## src/rtl/if_stage.sv

```systemverilog
// ---------------------------------------------------------------------------
// if_stage -- instruction-fetch stage of the five-stage ARM pipeline.
//
// Holds the PC, issues word fetches over a req/ack instruction-memory
// handshake (one outstanding request, arbitrary wait states) and owns the
// IF/ID pipeline register feeding decode.
//
// Ports:
//   clk, rst                 clock, asynchronous active-low reset
//   freeze                   decode hazard stall; IF/ID must hold
//   branch_taken/branch_addr one-cycle redirect from execute
//   imem_req/imem_addr       fetch request (Moore, from registered state)
//   imem_ack/imem_rdata      one-cycle response strobe and instruction word
//   valid/pc_out/instruction IF/ID register (pc_out = fetch address + 4)
// ---------------------------------------------------------------------------
module if_stage #(
    parameter logic [31:0] RESET_PC = 32'h0000_0000
) (
    input  logic        clk,
    input  logic        rst,
    input  logic        freeze,
    input  logic        branch_taken,
    input  logic [31:0] branch_addr,
    output logic        imem_req,
    output logic [31:0] imem_addr,
    input  logic        imem_ack,
    input  logic [31:0] imem_rdata,
    output logic        valid,
    output logic [31:0] pc_out,
    output logic [31:0] instruction
);

    typedef enum logic [1:0] {FETCH, STALL, SQUASH} state_t;

    state_t      state, state_nxt;
    logic [31:0] pc, pc_nxt;
    logic [31:0] req_addr, req_addr_nxt;
    logic [31:0] skid_instr, skid_instr_nxt;
    logic [31:0] skid_pc, skid_pc_nxt;
    logic        valid_nxt;
    logic [31:0] pc_out_nxt, instruction_nxt;

    logic [31:0] pc_inc;
    logic [31:0] target;

    assign pc_inc = pc + 32'd4;
    assign target = {branch_addr[31:2], 2'b00};

    always_ff @(posedge clk or negedge rst) begin
        if (!rst) begin
            state       <= FETCH;
            pc          <= RESET_PC;
            req_addr    <= '0;
            skid_instr  <= '0;
            skid_pc     <= '0;
            valid       <= 1'b0;
            pc_out      <= '0;
            instruction <= '0;
        end else begin
            state       <= state_nxt;
            pc          <= pc_nxt;
            req_addr    <= req_addr_nxt;
            skid_instr  <= skid_instr_nxt;
            skid_pc     <= skid_pc_nxt;
            valid       <= valid_nxt;
            pc_out      <= pc_out_nxt;
            instruction <= instruction_nxt;
        end
    end

    always_comb begin
        state_nxt       = state;
        pc_nxt          = pc;
        req_addr_nxt    = req_addr;
        skid_instr_nxt  = skid_instr;
        skid_pc_nxt     = skid_pc;
        valid_nxt       = valid;
        pc_out_nxt      = pc_out;
        instruction_nxt = instruction;
        // Request outputs depend on state only, so no input reaches them.
        imem_req        = (state != STALL);
        imem_addr       = (state == SQUASH) ? req_addr : pc;

        case (state)
            FETCH: begin
                if (branch_taken) begin
                    valid_nxt = 1'b0;
                    pc_nxt    = target;
                    // An unacked request cannot be withdrawn; remember its
                    // address and drain it before fetching the target.
                    if (!imem_ack) begin
                        req_addr_nxt = pc;
                        state_nxt    = SQUASH;
                    end
                end else if (imem_ack) begin
                    pc_nxt = pc_inc;
                    if (!freeze || !valid) begin
                        valid_nxt       = 1'b1;
                        pc_out_nxt      = pc_inc;
                        instruction_nxt = imem_rdata;
                    end else begin
                        // IF/ID is frozen with a live word: park the new one.
                        skid_instr_nxt = imem_rdata;
                        skid_pc_nxt    = pc_inc;
                        state_nxt      = STALL;
                    end
                end else if (!freeze) begin
                    valid_nxt = 1'b0;
                end
            end

            STALL: begin
                if (branch_taken) begin
                    valid_nxt = 1'b0;
                    pc_nxt    = target;
                    state_nxt = FETCH;
                end else if (!freeze) begin
                    valid_nxt       = 1'b1;
                    pc_out_nxt      = skid_pc;
                    instruction_nxt = skid_instr;
                    state_nxt       = FETCH;
                end
            end

            SQUASH: begin
                // IF/ID is already flushed; the drained word is dropped.
                valid_nxt = 1'b0;
                if (branch_taken) begin
                    pc_nxt = target;
                end else if (imem_ack) begin
                    state_nxt = FETCH;
                end
            end

            default: begin
                state_nxt = FETCH;
            end
        endcase
    end

endmodule

```

## config.mk

```make
export PLATFORM = sky130hd
export DESIGN_NAME = if_stage
export DESIGN_NICKNAME = d
export VERILOG_FILES = /design/src/rtl/if_stage.sv
export SDC_FILE = /design/constraint.sdc
export NUM_CORES = 1
export LEC_CHECK = 0
export CAP_MARGIN = 10
export CORE_ASPECT_RATIO = 1.4
export CORE_MARGIN = 5
export CORE_UTILIZATION = 35
export DETAILED_ROUTE_END_ITERATION = 7
export PLACE_DENSITY = 0.66
export SLEW_MARGIN = 20
export SYNTH_ARGS = -nofsm -noshare
export SYNTH_HDL_FRONTEND = slang
export SYNTH_SLANG_ARGS = --single-unit
```

## constraint.sdc

```tcl
create_clock -name clk -period 3.93 [get_ports clk]
set_clock_uncertainty 0.15 [all_clocks]
set_input_delay 0.786 -clock clk [delete_from_list [all_inputs] [get_ports clk]]
set_output_delay 0.786 -clock clk [all_outputs]
set_load 0.01 [all_outputs]
```

==> out/qor.yml, run 1 <==
drt:
  avgRoutedWirePerCell_um: 17.3
  vias: 7074
  drcViolationCount: 0
  firstDrtPassIters: 4
  via_per_inst: 5.16
  drt_iter0_drc: 441
  ant_nets: 0
  detail_route.wirelength_um: 23800
floorplanning:
  die-height_um: 203
  io_pins: 167
  initial_core_util: 0.355
  core-area_um2: 26200
  num_rows: 70
  die-area_um2: 29900
  die_w_um: 148
pwr:
  p_int_mw: 5.98
  p_clk_frac: 0.177
  combPwrFrac: 0.456
  p_per_area_nw_per_um2: 828
  p_switching_mw: 3.71
  p_leak_nw: 4.86
  seq_power_share: 0.367
  p_sw_frac: 0.383
  ir_worst_vdd_mv: 0.321
cts:
  clock_sinks: 187
  clkTransAtPathRegs_ns: 0.07
  cts_tree: "built"
  clock_path_buffers: 2
  cts_resized: 0
  cts_setup_buffers: 0
  htreeDepth: 4
  clock-root-buffer: "clkbuf_16"
  clk_latency_ns: 0.44
  ctsHoldBuffers: 0
  cts_inserted_buffers: 17
worst_setup_path:
  cp_num_cells: 5
  crit_family: "buffers and inverters"
  worst-r2r-cell-count: 6
  crit_path_end_kind: "output pin"
  cp_slowest_cell: "clkdlybuf4s50_1"
  crit_fanout: 29
  critPathLaunchType: "flop"
  regToRegEndpoint: "pc_out[24]$_DFFE_PN0P_"
  cp.arrival_ns: 2.38
  rr_startpoint: "pc[2]$_DFFE_PN0P_"
  required_ns: 2.99
  cpPeakStageDelay_ns: 0.48
  critPathBufInv: 3
  worstPathCellList: "inv_1, ha_1, buf_4, mux2_2, clkdlybuf4s50_1"
  r2r_setup_slack_ns: 0.91
  worstSetupPathType: "reg -> out"
finish:
  area_growth_pct: 26.0
  multi_input_area_um2: 4170
  fillCellCount: 2515
  final_common_cell: "dfrtp_1"
  final_area_um2: 11700
  drive_gt1_frac: 0.149
  final_nets: 1108
  antenna_cells: 0
  mostFrequentLayoutCells: "dfrtp_1, clkdlybuf4s50_1, nand2_1"
  register_area_um2: 4680
synth:
  synth_seq_cells: 187
  synth_largest_area_cell: "dfrtp_1"
  synth_cells: 914
  syn_avg_cell_area_um2: 10.2
  syn_area_um2: 9290
  synth_compound_area_frac: 0.129
  synth-xor-area-share: 0.0207
  ys_types: 56
  yosys.area_share.adder: 0.00674
  ys_warn_count: 0
  synth_top_area_frac: 0.504
  synth.area.mux_share: 0.144
  synth-simple-area-share: 0.143
  ys_top_cells_by_area: "dfrtp_1, mux2_2, o21ai_0"
  synthFlopType: "dfrtp_1"
  async_flop_share: 1.00
  synth_top_family_by_area: "multiplexers"
  synth.yosys.seq_area_share: 0.504
  synth-edff-count: 0
timing:
  finalHoldViolations: 0
  setup_tns_ns: 0
  final.min_clock_period_ns: 3.31
  setup_viol: 0
  drv_slew: 0
  fin_crit_sh: 0.843
  max-slew-margin-rel: 0.400
  rsz0062_at_grt: "no"
  fmax_mhz: 302
  tightest_slew_ns: 0.899
grt:
  antenna_found_initial: 2
  grtUsageTotal: 0.160
  gr-total-overflow: 0
  grt_pass1_vias: 7011
  grt_max_degree: 94
  grt_pass1_wl_um: 38100
place:
  dp_hpwl_um: 17100
  place_area_um2: 11100
  gp_congestion: 0.874
  port_buffers: 160
status:
  outcome: "completed"
run:
  maxCapViolCount: 0
worst_hold_path:
  hold_path.class: "in -> async"
-- worst max path at each step --
stage,start,end,slack (ns)
after detailed placement,branch_taken,skid_instr[16]$_DFFE_PN0P_,0.79
after floorplan,branch_taken,skid_instr[18]$_DFFE_PN0P_,1.38
after CTS,state[0]$_DFFE_PN0P_,imem_addr[25],0.58
final,state[0]$_DFFE_PN0P_,imem_addr[25],0.62
after global placement,branch_taken,skid_instr[18]$_DFFE_PN0P_,0.83
after global routing,state[0]$_DFFE_PN0P_,imem_addr[25],0.52
-- metal layers --
layer / part of all wire / vias to the layer above / wire length [um] / track usage
li1: - / 3449 / - / -
met1: 0.43 / 3428 / 10300 / 0.201
met2: 0.50 / 165 / 11900 / 0.271
met3: 0.047 / 28 / 1120 / 0.0355
met4: 0.017 / 4 / 409 / 0.0550
met5: 0.0014 / - / 34 / 0
-- synthesized netlist by cell type, types with 3 or more instances --
cell type,n
a211oi_1,3
a21o_1,3
a21oi_1,48
a22oi_1,4
a2bb2oi_1,10
a31oi_1,3
and2_1,5
and3_1,5
and4_1,4
buf_1,5
buf_2,7
buf_4,7
clkbuf_1,52
clkbuf_8,4
dfrtp_1,187
ha_1,5
inv_1,14
mux2_2,86
mux2i_1,37
nand2_1,114
nand3_1,32
nand3b_1,3
nand4_1,12
nor2_1,55
nor2b_1,3
nor3_1,13
nor3_4,3
nor3b_1,5
nor4_1,5
o211ai_1,6
o211ai_2,3
o21ai_0,106
o22ai_1,16
xnor2_1,9
xor2_1,13
-- worst register-to-register path: stages (launching register included) --
cell and delay (ns):
dfrtp_1 0.60, ha_1 0.38, nand4_1 0.37, nor4_1 0.83, a21oi_1 0.21, nor3b_1 0.25, o21ai_0 0.12
-- layout make-up --
cell class,count,area share
timing repair buffer,177,0.154
sequential,187,0.400
clock buffer,18,0.0367
multi-input combinational,636,0.356
clock inverter,14,0.0133
inverter,15,0.00481
tap,324,0.0346
-- metrics by stage --
stage	std cells	setup slack (ns)	util	hold slack [ns]	total power [mW]
global route	1371	0.520	0.447	0.321	10.4
CTS	1371	0.580	0.447	0.301	9.81
floorplan	917	1.38	-	0.300	6.16
global placement	1339	0.831	0.425	0.311	7.95
detailed placement	1339	0.791	0.425	0.319	8.06
finish	1371	0.617	0.447	0.268	9.69
-- kinds of logic (layout without fill, tap and decap cells) --
| group | Yosys count | in the layout |
|---|---|---|
| simple gates | 272 | 272 |
| buf+inv | 94 | 224 |
| other cells | 1 | 4 |
| fa+ha+maj | 5 | 5 |
| xor+xnor | 22 | 22 |
| compound gates | 210 | 210 |
| mux | 123 | 123 |
| flops | 187 | 187 |
-- power groups by stage --
stage / Sequential [mW] / Clock [mW] / Combinational [mW]
floorplan: 3.43 / 0 / 2.73
global placement: 3.54 / 0 / 4.42
detailed placement: 3.59 / 0 / 4.46
CTS: 3.56 / 1.77 / 4.49
global route: 3.69 / 1.84 / 4.86
finish: 3.55 / 1.72 / 4.41
-- registers in the layout, summed over array words and instances (netlist names) --
name and cells:
valid 1, skid_instr 32, instruction 32, state 2, pc 30, pc_out 30, req_addr 30, skid_pc 30
Power figures use the tool's default switching activity.
==> run 2: changes to the inputs <==
clock period = 3.3 ns   (was 3.93 ns; I/O delays follow)
==> run 2 against run 1 <==
Die area unchanged. Worst hold slack worse by 0.18 ns. Flip-flop and latch count unchanged. Sequential share of layout area down 0.10 points. Critical path depth unchanged. Power up 19%. Cell area up 0.26%. Combinational power up 20%. Largest cell class unchanged.
==> out/qor.yml, run 2 (same netlist as run 1, synthesis figures left out) <==
cts:
  htreeDepth: 4  # unchanged
  clk_latency_ns: 0.44  # about the same
  cts_resized: 0  # unchanged
  clock_path_buffers: 2  # unchanged
  clock_sinks: 187  # unchanged
  clock-root-buffer: "clkbuf_16"  # unchanged
  cts_inserted_buffers: 17  # unchanged
  cts_tree: "built"  # unchanged
  clkTransAtPathRegs_ns: 0.07  # about the same
  cts_setup_buffers: 0  # unchanged
  ctsHoldBuffers: 0  # unchanged
finish:
  final_common_cell: "dfrtp_1"  # unchanged
  final_area_um2: 11700  # about the same
  fillCellCount: 2456  # was 2515
  final_nets: 1115  # was 1108
  antenna_cells: 0  # unchanged
  area_growth_pct: 26.3  # was 26.0%
  drive_gt1_frac: 0.153  # was 0.149
  mostFrequentLayoutCells: "dfrtp_1, clkdlybuf4s50_1, nand2_1"  # unchanged
  reg_top3: "instruction (32), skid_instr (32)"  # unchanged
worst_setup_path:
  crit_fanout: 33  # was 29
  worstSetupStartpoint: "state[0]$_DFFE_PN0P_"  # unchanged
  cp.arrival_ns: 2.33  # was 2.38 ns
  r2r_setup_slack_ns: 0.56  # was 0.91 ns
  worst-r2r-cell-count: 6  # unchanged
  required_ns: 2.49  # was 2.99 ns
  critPathLaunchType: "flop"  # unchanged
  crit_path_end_kind: "output pin"  # unchanged
  worstSetupPathType: "reg -> out"  # unchanged
  rr_startpoint: "pc[2]$_DFFE_PN0P_"  # unchanged
  worstSetupEndpoint: "imem_addr[31]"  # was imem_addr[25]
  regToRegEndpoint: "pc_out[26]$_DFFE_PN0P_"  # was pc_out[24]$_DFFE_PN0P_
place:
  gp_congestion: 0.848  # was 0.874
  port_buffers: 160  # unchanged
  place_area_um2: 11200  # was 11100 um^2
  dp_hpwl_um: 17300  # was 17100 um
  place_ws_ns: 0.398  # was 0.791 ns
grt:
  grt_pass1_vias: 7046  # was 7011
  grt_max_degree: 78  # was 94
  gr-total-overflow: 0  # unchanged
  antenna_found_initial: 0  # was 2
  grt_pass1_wl_um: 38400  # was 38100 um
  grtUsageTotal: 0.161  # was 0.160
drt:
  via_per_inst: 5.18  # was 5.16
  detail_route.wirelength_um: 23700  # was 23800 um
  drt_iter0_drc: 336  # was 441
  firstDrtPassIters: 5  # was 4
  avgRoutedWirePerCell_um: 17.2  # was 17.3 um
  drcViolationCount: 0  # unchanged
  vias: 7130  # was 7074
  ant_nets: 0  # unchanged
run:
  maxCapViolCount: 0  # unchanged
pwr:
  p_int_mw: 7.18  # was 5.98 mW
  ir_worst_vdd_mv: 0.362  # was 0.321 mV
  p_sw_frac: 0.378  # was 0.383
  p_switching_mw: 4.37  # was 3.71 mW
  p_per_area_nw_per_um2: 984  # was 828 nW/um^2
  p_leak_nw: 4.89  # was 4.86 nW
  p_clk_frac: 0.176  # was 0.177
  combPwrFrac: 0.459  # was 0.456
  seq_power_share: 0.365  # was 0.367
timing:
  drv_slew: 0  # unchanged
  setup_viol: 0  # unchanged
  whs_ns: 0.0881  # was 0.268 ns
  tightest_slew_ns: 0.661  # was 0.899 ns
  max-slew-margin-rel: 0.553  # was 0.400
  rsz0062_at_grt: "no"  # unchanged
  finalHoldViolations: 0  # unchanged
  timing.final.ws_setup_ns: 0.162  # was 0.617 ns
  setup_tns_ns: 0  # unchanged
  fin_crit_sh: 0.951
  fmax_mhz: 319
  final.min_clock_period_ns: 3.14
floorplanning:
  die-height_um: 203  # unchanged
  num_rows: 70  # unchanged
  die-area_um2: 29900  # unchanged
  io_pins: 167  # unchanged
  core-area_um2: 26200  # unchanged
  die_w_um: 148  # unchanged
  initial_core_util: 0.355  # unchanged
worst_hold_path:
  hold_path.class: "in -> async"  # unchanged
status:
  outcome: "completed"  # unchanged
==> run 2: how the worst min path moves through the flow <==
stage | from | end | slack [ns] | cells past startpoint
final | rst | req_addr[7]$_DFFE_PN0P_ | 0.09 | 1
after floorplan | rst | instruction[0]$_DFFE_PN0P_ | 0.21 | 0
after CTS | rst | req_addr[12]$_DFFE_PN0P_ | 0.11 | 1
after global placement | instruction[26]$_DFFE_PN0P_ | instruction[26]$_DFFE_PN0P_ | 0.31 | 2
after detailed placement | instruction[12]$_DFFE_PN0P_ | instruction[12]$_DFFE_PN0P_ | 0.32 | 2
after global routing | rst | req_addr[7]$_DFFE_PN0P_ | 0.12 | 1
==> run 2: final cells by class <==
type | count | area [um^2] | area share
inverter | 15 | 56.3 | 0.00480
sequential | 187 | 4680 | 0.399
tap | 324 | 405 | 0.0346
clock inverter | 12 | 141 | 0.0121
multi-input combinational | 636 | 4170 | 0.355
clock buffer | 19 | 433 | 0.0369
timing repair buffer | 184 | 1850 | 0.158
==> run 2: metrics by stage <==
stage | cells | total power [mW] | utilization
2_1_floorplan | 917 | 7.33 | -
3_3_place_gp | 1346 | 9.49 | 0.426
3_5_place_dp | 1346 | 9.64 | 0.426
4_1_cts | 1377 | 11.7 | 0.448
5_1_grt | 1377 | 12.4 | 0.448
6_report | 1377 | 11.5 | 0.448
==> run 2: worst max-delay path, cell delays in order (launching register included) <==
cell and delay (ns):
dfrtp_1 0.44, inv_1 0.11, ha_1 0.22, buf_12 0.21
mux2_2 0.41, clkdlybuf4s50_1 0.50
==> run 2: power groups by stage <==
| stage | Combinational (mW) | Sequential, mW | Clock (mW) |
|---|---|---|---|
| 6_report | 5.30 | 4.22 | 2.03 |
| 5_1_grt | 5.85 | 4.38 | 2.17 |
| 4_1_cts | 5.40 | 4.22 | 2.09 |
| 3_5_place_dp | 5.37 | 4.27 | 0 |
| 3_3_place_gp | 5.29 | 4.20 | 0 |
| 2_1_floorplan | 3.25 | 4.09 | 0 |
==> run 2: routing by layer <==
metal | GRT usage | up-vias | part of all wire
met2 | 0.265 | 184 | 0.49
met3 | 0.0357 | 37 | 0.051
met5 | 0 | - | 0
met4 | 0.0613 | 0 | 0.026
met1 | 0.208 | 3443 | 0.43
li1 | - | 3466 | -
